### config.mk
export PLATFORM = sky130hd
export DESIGN_NAME = rf_wb_arbiter
export DESIGN_NICKNAME = d
export VERILOG_FILES = /design/src/rtl/rf_wb_arbiter.sv
export SDC_FILE = /design/constraint.sdc
export NUM_CORES = 1
export LEC_CHECK = 0
export BUFFER_PORTS_ARGS = -buffer_cell sky130_fd_sc_hd__buf_2
export CAP_MARGIN = 5
export CORE_MARGIN = 5
export CORE_UTILIZATION = 31
export CTS_CLUSTER_DIAMETER = 120
export DETAILED_ROUTE_END_ITERATION = 12
export PLACE_DENSITY_LB_ADDON = 0.12
export SYNTH_ARGS = -nofsm -noshare
export SYNTH_HDL_FRONTEND = slang
export SYNTH_SLANG_ARGS = --single-unit
### constraint.sdc
create_clock -name clk -period 2.26 [get_ports clk]
set_input_delay 0.565 -clock clk [delete_from_list [all_inputs] [get_ports clk]]
set_output_delay 0.565 -clock clk [all_outputs]
set_load 0.03 [all_outputs]
### src/rtl/rf_wb_arbiter.sv
// rtl/rf_wb_arbiter.sv - register file write-port arbiter: WB priority, LLU result FIFO, pending-write scoreboard
module rf_wb_arbiter #(
    parameter int DEPTH      = 2,
    parameter int STARVE_MAX = 4
) (
    input  logic        clk,
    input  logic        rst_n,
    input  logic        wb_valid,
    input  logic [4:0]  wb_adr,
    input  logic [31:0] wb_data,
    input  logic        llu_issue,
    input  logic [4:0]  llu_issue_adr,
    input  logic        llu_valid,
    output logic        llu_ready,
    input  logic [4:0]  llu_adr,
    input  logic [31:0] llu_data,
    output logic        rf_en,
    output logic [4:0]  rf_w_adr,
    output logic [31:0] rf_w_data,
    output logic [31:0] busy,
    output logic        stall_req,
    output logic        err
);
    localparam int AW = $clog2(DEPTH);
    localparam int CW = $clog2(STARVE_MAX + 1);

    logic [4:0]    mem_adr_q  [DEPTH];
    logic [31:0]   mem_data_q [DEPTH];
    logic [AW:0]   wr_ptr_q, wr_ptr_d;
    logic [AW:0]   rd_ptr_q, rd_ptr_d;
    logic [31:0]   busy_q, busy_d;
    logic [CW-1:0] starve_q, starve_d;
    logic          stall_q, stall_d;
    logic          err_q, err_d;

    logic          wb_eff, empty, full, pop, accept, push;
    logic [4:0]    head_adr;
    logic [31:0]   head_data;
    logic [31:0]   set_vec, clr_vec;

    always_comb begin
        wb_eff    = wb_valid && (wb_adr != 5'd0);
        empty     = (wr_ptr_q == rd_ptr_q);
        full      = (wr_ptr_q[AW] != rd_ptr_q[AW]) &&
                    (wr_ptr_q[AW-1:0] == rd_ptr_q[AW-1:0]);
        head_adr  = mem_adr_q[rd_ptr_q[AW-1:0]];
        head_data = mem_data_q[rd_ptr_q[AW-1:0]];
        pop       = !wb_eff && !empty;
        accept    = llu_valid && !full;
        // results to x0 complete the handshake but never occupy a slot
        push      = accept && (llu_adr != 5'd0);

        rf_en     = 1'b0;
        rf_w_adr  = 5'd0;
        rf_w_data = 32'd0;
        if (wb_eff) begin
            rf_en     = 1'b1;
            rf_w_adr  = wb_adr;
            rf_w_data = wb_data;
        end else if (!empty) begin
            rf_en     = 1'b1;
            rf_w_adr  = head_adr;
            rf_w_data = head_data;
        end

        wr_ptr_d = wr_ptr_q + (AW+1)'(push);
        rd_ptr_d = rd_ptr_q + (AW+1)'(pop);

        set_vec = 32'd0;
        clr_vec = 32'd0;
        if (llu_issue && (llu_issue_adr != 5'd0)) set_vec[llu_issue_adr] = 1'b1;
        if (pop) clr_vec[head_adr] = 1'b1;
        busy_d = (busy_q & ~clr_vec) | set_vec;

        err_d = err_q;
        if (llu_issue && (llu_issue_adr != 5'd0) && busy_q[llu_issue_adr] &&
            !clr_vec[llu_issue_adr]) err_d = 1'b1;
        if (wb_eff && busy_q[wb_adr]) err_d = 1'b1;
        if (push && !busy_q[llu_adr]) err_d = 1'b1;

        // a non-empty FIFO that does not pop was necessarily blocked by WB
        starve_d = starve_q;
        if (pop || empty) starve_d = '0;
        else if (starve_q < CW'(STARVE_MAX)) starve_d = starve_q + CW'(1);
        stall_d = (starve_d >= CW'(STARVE_MAX));
    end

    always_ff @(posedge clk or negedge rst_n) begin
        if (!rst_n) begin
            wr_ptr_q <= '0;
            rd_ptr_q <= '0;
            busy_q   <= '0;
            starve_q <= '0;
            stall_q  <= 1'b0;
            err_q    <= 1'b0;
        end else begin
            wr_ptr_q <= wr_ptr_d;
            rd_ptr_q <= rd_ptr_d;
            busy_q   <= busy_d;
            starve_q <= starve_d;
            stall_q  <= stall_d;
            err_q    <= err_d;
        end
    end

    always_ff @(posedge clk) begin
        if (push) begin
            mem_adr_q[wr_ptr_q[AW-1:0]]  <= llu_adr;
            mem_data_q[wr_ptr_q[AW-1:0]] <= llu_data;
        end
    end

    assign llu_ready = !full;
    assign busy      = busy_q;
    assign stall_req = stall_q;
    assign err       = err_q;
endmodule
Word-level counts from Yosys, hierarchy flattened
Memories as Yosys holds them, arrays and structs flattened.
Index checks and enable logic that the tools add are counted.

storage, ports and cells
  input port bits = 84
  register bits after elaboration = 41
  logic and storage cells = 74
  bits in writable memories = 74
  output and inout port bits = 73
  memories kept = 2

memory list
  memory      words  bits a word  rd ports  clocked after memory_dff  write ports  RTL line  text
  mem_data_q  2      32           1         0                         1            28        logic [31:0] mem_data_q [DEPTH];
  mem_adr_q   2      5            1         0                         1            27        logic [4:0] mem_adr_q [DEPTH];

operators by class
  bitwise gates (word level) = 3
  reduce and logical (&&, ||, !) cells = 22
  eq/ne operators = 3
  add/subtract/negate cells = 3
  magnitude comparators = 8
  multiplexer cells = 27

operators by type and width
  operator                                              count
  2-to-1 mux 32 bit                                     4
  bitwise AND 32 bit                                    1
  NOT 32 bit                                            1
  bitwise OR 32 bit                                     1
  < comparator 5 x 6 -> 1 bit (second input constant)   4
  binary-select mux 1 bit (select 5 bit)                4
  nonzero test 5 bit                                    3
  2-to-1 mux 1 bit                                      13
  logical AND 1 bit                                     12
  demux 1 bit (select 5 bit)                            2
  >= comparator 5 x 1 -> 1 bit (second input constant)  2
  2-to-1 mux 5 bit                                      2
  2-to-1 mux 3 bit                                      2
  logical NOT 1 bit                                     5
  adder 2 x 1 -> 2 bit                                  2
  adder 3 x 1 -> 3 bit (second input constant)          1
  >= comparator 3 bit (second input constant)           1
  < comparator 3 bit (second input constant)            1
  nonzero test 3 bit                                    1
  == test 2 bit                                         1
  == test 1 bit                                         1
  logical OR 1 bit                                      1
  inequality test 1 bit                                 1

Logic depth before layout (Yosys ltp)
Gate-level depths: netlist of the first run.
An unclocked memory read counts as a cell.

  depth after elaboration = 13
  depth in mapped cells = 8
  mapped depth without buffers = 6

Worst setup path after synthesis of the first run
OpenSTA, ideal clock, no wires.

  kind = input to output
  start = input wb_adr[3]
  end = output rf_w_data[15]
  arrival = 2,442 ps
  path buffers = 3
  setup slack = -747 ps
  stages on the path = 6
  data required time = 1,695 ps
  cells stage by stage = buf_6 -> or2_1 -> o41a_4 -> buf_2 -> buf_2 -> o31ai_1

on the way
  cells in the longest elaborated chain, start to end = 3

ends and longest elaborated chain
  item                RTL line  text
  start, declared     9         input logic [4:0] wb_adr,
  nonzero test 5 bit  42        wb_eff = wb_valid && (wb_adr != 5'd0);
  logical AND 1 bit   42
  2-to-1 mux 32 bit   56        if (wb_eff) begin
  end, declared       19        output logic [31:0] rf_w_data,

Every way passes these cells.

Worst setup path in the final report of the first run
  start = input wb_adr[2]
  end = output rf_w_data[16]

Same word-level chain as after synthesis.

==> results of run 1 <==
-- worst min path at each step --
stage | startpoint | endpoint | cells after the start
after floorplan | rst_n | busy[0] | 0
after global placement | wr_ptr_q[1] | wr_ptr_q[1] | 1
after detailed placement | wr_ptr_q[1] | wr_ptr_q[1] | 1
after CTS | llu_data[16] | mem_data_q[1][16] | 1
after global routing | llu_data[16] | mem_data_q[1][16] | 1
final | rst_n | busy[18] | 1
-- per-stage QoR --
| step | cells | setup slack, ns |
|---|---|---|
| after floorplan | 491 | -0.277 |
| after global placement | 920 | -0.331 |
| after detailed placement | 920 | -0.368 |
| after CTS | 964 | -0.263 |
| after global routing | 965 | -0.297 |
| final | 965 | -0.276 |
-- cell families after synthesis --
kind of cell / Yosys count
flip-flops: 114
XOR/XNOR: 9
multiplexers: 71
AO/OA/AOI/OAI: 130
buffers and inverters: 39
adder cells (fa/ha/maj): 3
AND/OR/NAND/NOR: 125
-- power by group through the flow --
stage	combinational, mW	sequential (mW)	clock (mW)
global route	7.42	3.73	2.88
detailed placement	6.33	3.68	0
finish	6.97	3.64	2.72
global placement	6.29	3.65	0
CTS	6.99	3.64	2.79
floorplan	3.83	4.01	0
-- cell type report --
class | instances | area, µm² | share of cell area [%]
flip-flops and latches | 114 | 3220 | 36.4
multi-input cells | 338 | 3170 | 35.8
repair buffers | 212 | 1500 | 16.9
clock buffers | 17 | 425 | 4.80
well taps | 260 | 325 | 3.67
clock inverters | 15 | 180 | 2.03
inverters | 9 | 33.8 | 0.381
-- state kept, by name, indices dropped and copies added, names as in the netlist --
name / cells
mem_adr_q: 10
starve_q: 2
rd_ptr_q: 2
busy: 32
err: 1
stall_req: 1
mem_data_q: 64
wr_ptr_q: 2
-- routing by layer --
layer | wire (µm) | up-vias
met1 | 7930 | 2474
met2 | 9080 | 198
met4 | 392 | 0
li1 | - | 2316
met5 | 0 | -
met3 | 1350 | 31
-- timing repair --
item | CTS | global route
setup buffers | 11 | 1
setup endpoints to repair | 38 | 39
cloned | 1 | 0
pin swaps | 2 | 1
resized for setup | 54 | 14
-- worst register-to-register path, stage by stage, from the launching register on --
cell and delay (ns):
dfrtp_2 0.43, buf_4 0.15, buf_4 0.13, mux2_2 0.36, nor4_2 0.24, a41oi_1 0.07
o311a_2 0.36, o221ai_2 0.18, nand4_1 0.12
-- cells in the mapped netlist (all sizes together) (2+ instances only) --
cell,count
o31ai,36
and3,2
a21oi,2
edfxtp,74
o21ai,64
and2,2
nor4,2
a31oi,4
o22ai,2
mux2,9
o2bb2ai,3
a32oi,2
nand3,9
dfrtp,40
clkbuf,13
inv,9
a211oi,2
buf,16
mux2i,42
nand2b,6
nand4,4
xnor2,4
o221ai,2
xor2,5
ha,3
or2,5
nor2,12
nand2,61
or3,2
mux4,20
nand3b,4
nor2b,6
nor3,4
==> results.md, run 1 <==
- Drt pass-1 iters: 5
- Post-synth ARST share: 35.1%
- Die width: 149 µm
- Share of the yosys chip area belonging to registers: 53.8%
- Worst Reg-to-Reg Cells: 8
- Global routing's busiest layer: met2
- Clk pwr share: 20.4%
- Chip Height: 149 µm
- Slew Limit Fails: 0
- DR DRC count: 0
- Crit path max-delay cell type: o41a_4
- Post-synthesis mux area share: 16.4%
- Routed vias: 5019
- Register-to-Register Setup Slack: 0.10 ns
- Synthesized net count: 578
- Post-synth EDFFs: 74
- Detailed Route WL: 18.8 mm
- Worst EP arrival: 1.97 ns
- Synth Area in Simple Gates: 10.5%
- Placed Instance Area: 7920 µm²
- Worst slew pin tran: 0.948 ns
- Worst Slack Setup Final: -0.276 ns
- Hold Path Class: input pin to async pin
- Area contributors post-synth: edfxtp_1, dfrtp_1, mux2i_1
- GRT Overall Usage: 17.1%
- CTS tree: built
- CP Depth: 7
- Max Clock Skew: 0.0105 ns
- Final setup viols: 37
- WL per Instance: 19.4 µm
- 1st-iter DRT viols: 262
- Total I/O pin count: 157
- Core area: 18800 µm²
- Fin Hold WS: 0.291 ns
- P_sw: 5.63 mW
- WP data required: 1.69 ns
- # diodes: 0
- Post-Syn Area: 5990 µm²
- H-tree levels: 4
- Final instance area: 8860 µm²
- Worst Setup Path Type: input pin to primary output
- Commonest non-fill, non-tap cell in the layout: buf_2
- Crit-path cells: buf_6, or2_4, o41a_4, buf_12, nand2_1, o31ai_4, buf_4
- Combinational power share: 52.3%
- Layout cells sized above 1: 48.2%
- Area Growth Syn to Fin: 48.0%
- Skew-Pair Late Insertion Delay: 0.42 ns
- Status: finished with violations
- Port-buffer cells: 156
- First-pass GRT wire length: 29.1 mm
- Remaining global-route overflow: 0
- Initial antenna violation count: 0
- Xor-xnor portion of the synthesized cell area: 1.32%
- Sequential share of power: 27.3%
- Final RePlAce weighted congestion: 0.887
- Crit end category: primary output
- Critical-path maximum fanout: 44
- Family with the most delay on the worst path: compound AO/OA/AOI/OAI gates
- Fmax: 394 MHz
- Largest net degree at the start of global routing: 45
- Period utilization: 112%
- CTS max path bufs: 2
- Final total negative setup slack: -8.74 ns
- Clock-pin slew on the worst setup and hold paths: 0.05 ns
- RSZ-0062 raised after global routing: yes
- Die area: 22200 µm²
- Vias/cell: 5.20
- FF-to-FF End: err
- Int Power: 7.70 mW
- Most frequent cells in the layout: buf_2, edfxtp_1, buf_4
- Syn. warnings: 0
- Distinct cells, synth: 61
- Worst r2r src: rd_ptr_q[0]
- CTS Sinks: 114
- Main combinational cell family by area after synthesis: multiplexers
- Peak VDD IR: 0.000643 V
- Average cell area after synthesis: 12.2 µm²
- Synth Area in Adders: 0.627%
- Crit-path max cell delay: 0.39 ns
- CP Launch Type: input pin
- Util after Layout: 47.0%
- Cts hold-fix bufs: 0
- Overall power: 13.3 mW
- Fillers: 1717
- Yosys top cell area share: 37.1%
- Final hold vios: 0
- Post-detail-place hpwl: 14.1 mm
- Net Sw Frac: 42.2%
- # rows: 50
- Buf/Inv on CP: 3
- CP endpoint: rf_w_data[16]
- GRT met1 Usage: 22.6%
- Power density over the cells: 1500 nW/µm²
- Critical path origin: wb_adr[2]
- Total CTS buffers: 17
- Met2 Resource Use GR: 27.6%
- Synth Area in Compound Gates: 14.1%
- Root buffer cell: clkbuf_16
- Cell taking the most area after synthesis: edfxtp_1
- Synth Instances: 491
- Failing checks: negative setup slack
- Min cycle time layout: 2.54 ns
- Leakage: 3.53 nW
- Initial Utilization: 31.8%
- Main synth FF type: edfxtp_1
- Routed Antenna Nets: 0
- Met3 Use GR: 3.95%
- Relative slew slack: 36.8%
- Number of global-route vias before repair: 5116
- FF+latch count, synth: 114
- Max_cap viols: 0
- Nets: 779
(Power assumes the default switching activity.)
==> run 2, diff against run 1 <==
- clock period: 2.26 -> 3 ns (I/O delays scaled with it)
==> run 2 against run 1 <==
The flow still finishes with violations (negative setup slack). Clock power is 25% lower. Combinational power is 39% lower. Cell area fell by 7.6%. Global-route usage is 0.49 points lower. Non-clock buffer count shrank 32. Power decreased by 32%. Clock skew is 0.0014 ns higher. Critical endpoint is now rf_w_data[6]. Largest cell class unchanged.
==> results.md, run 2 (same netlist as run 1, synthesis figures left out) <==
- # rows: 50 (unchanged)
- Skew-Pair Late Insertion Delay: 0.42 ns (about the same)
- Worst slew pin tran: 0.693 ns (was 0.948 ns)
- Max_cap viols: 0 (unchanged)
- Crit path max-delay cell type: o41a_4 (unchanged)
- Crit end category: primary output (unchanged)
- Clock-pin slew on the worst setup and hold paths: 0.06 ns (was 0.05 ns)
- Core area: 18800 µm² (unchanged)
- Min cycle time layout: 3.01 ns
- Detailed Route WL: 19.0 mm (was 18.8 mm)
- Max Clock Skew: 0.0119 ns (was 0.0105 ns)
- Critical path origin: wb_adr[2] (unchanged)
- CTS tree: built (unchanged)
- Status: finished with violations (unchanged)
- Pre-CTS setup slack: -0.0654 ns (was -0.368 ns)
- Leakage: 3.29 nW (was 3.53 nW)
- FF-to-FF End: err (unchanged)
- Cts hold-fix bufs: 0 (unchanged)
- Area Growth Syn to Fin: 36.7% (was 48.0%)
- Port-buffer cells: 156 (unchanged)
- Routed vias: 4855 (was 5019)
- Failing checks: negative setup slack (unchanged)
- Vias/cell: 5.20 (about the same)
- Final instance area: 8180 µm² (was 8860 µm²)
- Post-detail-place hpwl: 13.6 mm (was 14.1 mm)
- Drt pass-1 iters: 4 (was 5)
- Relative slew slack: 53.8% (was 36.8%)
- Worst Slack Setup Final: -0.00796 ns (was -0.276 ns)
- Most frequent cells in the layout: buf_2, edfxtp_1, nand2_1 (was buf_2, edfxtp_1, buf_4)
- Worst r2r src: rd_ptr_q[0] (unchanged)
- Worst Reg-to-Reg Cells: 6 (was 8)
- Routed Antenna Nets: 0 (unchanged)
- Placed Instance Area: 7440 µm² (was 7920 µm²)
- Fmax: 332 MHz
- 1st-iter DRT viols: 275 (was 262)
- WP data required: 2.25 ns (was 1.69 ns)
- DR DRC count: 0 (unchanged)
- Hold Path Class: input pin to async pin (unchanged)
- CP Launch Type: input pin (unchanged)
- RSZ-0062 raised after global routing: yes (unchanged)
- Fillers: 1772 (was 1717)
- Worst Setup Path Type: input pin to primary output (unchanged)
- Root buffer cell: clkbuf_16 (unchanged)
- Critical-path maximum fanout: 35 (was 44)
- Number of global-route vias before repair: 5059 (was 5116)
- Die width: 149 µm (unchanged)
- Postcts setup bufs: 0 (was 11)
- Die area: 22200 µm² (unchanged)
- Largest net degree at the start of global routing: 70 (was 45)
- Remaining global-route overflow: 0 (unchanged)
- Period utilization: 100%
- Max reg flops: 64 (unchanged)
- Layout cells sized above 1: 42.8% (was 48.2%)
- WL per Instance: 20.4 µm (was 19.4 µm)
- Register-to-Register Setup Slack: 0.75 ns (was 0.10 ns)
- Total I/O pin count: 157 (unchanged)
- Crit-path max cell delay: 0.42 ns (was 0.39 ns)
- GRT Overall Usage: 16.6% (was 17.1%)
- Peak VDD IR: 0.000543 V (was 0.000643 V)
- Crit-path cells: buf_6, or2_4, o41a_4, buf_16, o31ai_2, buf_4 (was buf_6, or2_4, o41a_4, buf_12, nand2_1, o31ai_4, buf_4)
- Final hold vios: 0 (unchanged)
- Nets: 747 (was 779)
- Initial Utilization: 31.8% (unchanged)
- Power density over the cells: 1110 nW/µm² (was 1500 nW/µm²)
- Final RePlAce weighted congestion: 0.901 (was 0.887)
- CTS Sinks: 114 (unchanged)
- Final setup viols: 4 (was 37)
- Slew Limit Fails: 0 (unchanged)
- Overall power: 9.07 mW (was 13.3 mW)
- Chip Height: 149 µm (unchanged)
- Total CTS buffers: 17 (unchanged)
- CTS max path bufs: 2 (unchanged)
- Worst EP arrival: 2.26 ns (was 1.97 ns)
- First-pass GRT wire length: 28.2 mm (was 29.1 mm)
- Util after Layout: 43.5% (was 47.0%)
- Commonest non-fill, non-tap cell in the layout: buf_2 (unchanged)
- H-tree levels: 4 (unchanged)
- Initial antenna violation count: 1 (was 0)
## run 2: cell count changes in the layout (fill, tap and decap cells not counted), sizes merged
cell and delta:
clkinvlp -1, clkbuf +4, diode +1, buf -36
clkinv +1
## run 2: layout make-up
class / instances / area (µm²) / area share, %
Sequential cell: 114 / 3220 / 39.4
Multi-Input combinational cell: 338 / 2850 / 34.9
Timing Repair Buffer: 180 / 1140 / 13.9
Clock buffer: 17 / 425 / 5.20
Tap cell: 260 / 325 / 3.98
Clock inverter: 15 / 180 / 2.20
Inverter: 9 / 33.8 / 0.413
Antenna cell: 1 / 2.50 / 0.0306
## run 2: stage by stage
| step | setup TNS, ns | hold WS, ns | instances |
|---|---|---|---|
| after floorplan | -5.35 | 0.454 | 491 |
| after global placement | -0.0628 | 0.474 | 900 |
| after detailed placement | -0.223 | 0.490 | 900 |
| after CTS | -0.0293 | 0.388 | 932 |
| after global routing | -0.615 | 0.434 | 934 |
| final | -0.0177 | 0.383 | 934 |
## run 2: worst max path at each step
stage	to
2_1_floorplan	rf_w_adr[0]
3_3_place_gp	rf_w_adr[1]
3_5_place_dp	rf_w_adr[1]
4_1_cts	rf_w_data[2]
5_1_grt	rf_w_data[7]
6_report	rf_w_data[6]
## run 2: where the power goes
part	switching, mW	leakage, nW	internal (mW)
Sequential	0.477	1.17	2.29
Clock	0.738	0.290	1.31
Combinational	2.66	1.83	1.59
## run 2: metal layers
layer	global-route usage, %	vias up	wire length [µm]
met5	0	-	0
met4	7.28	0	478
met3	5.14	33	1410
met2	26.6	178	9390
met1	20.8	2392	7730
li1	-	2252	-
## run 2: critical path: cells and delay by family
| kind | cells | cell delay (ns) |
|---|---|---|
| compound gates | 2 | 0.71 |
| buf+inv | 3 | 0.50 |
| simple gates | 1 | 0.24 |
## run 2: timing repair
item | in CTS | in global routing
endpoints found under the setup margin | 21 | 33
endpoints found under the hold margin | 0 | 0
resized for setup | 22 | 27
cloned | 0 | 1
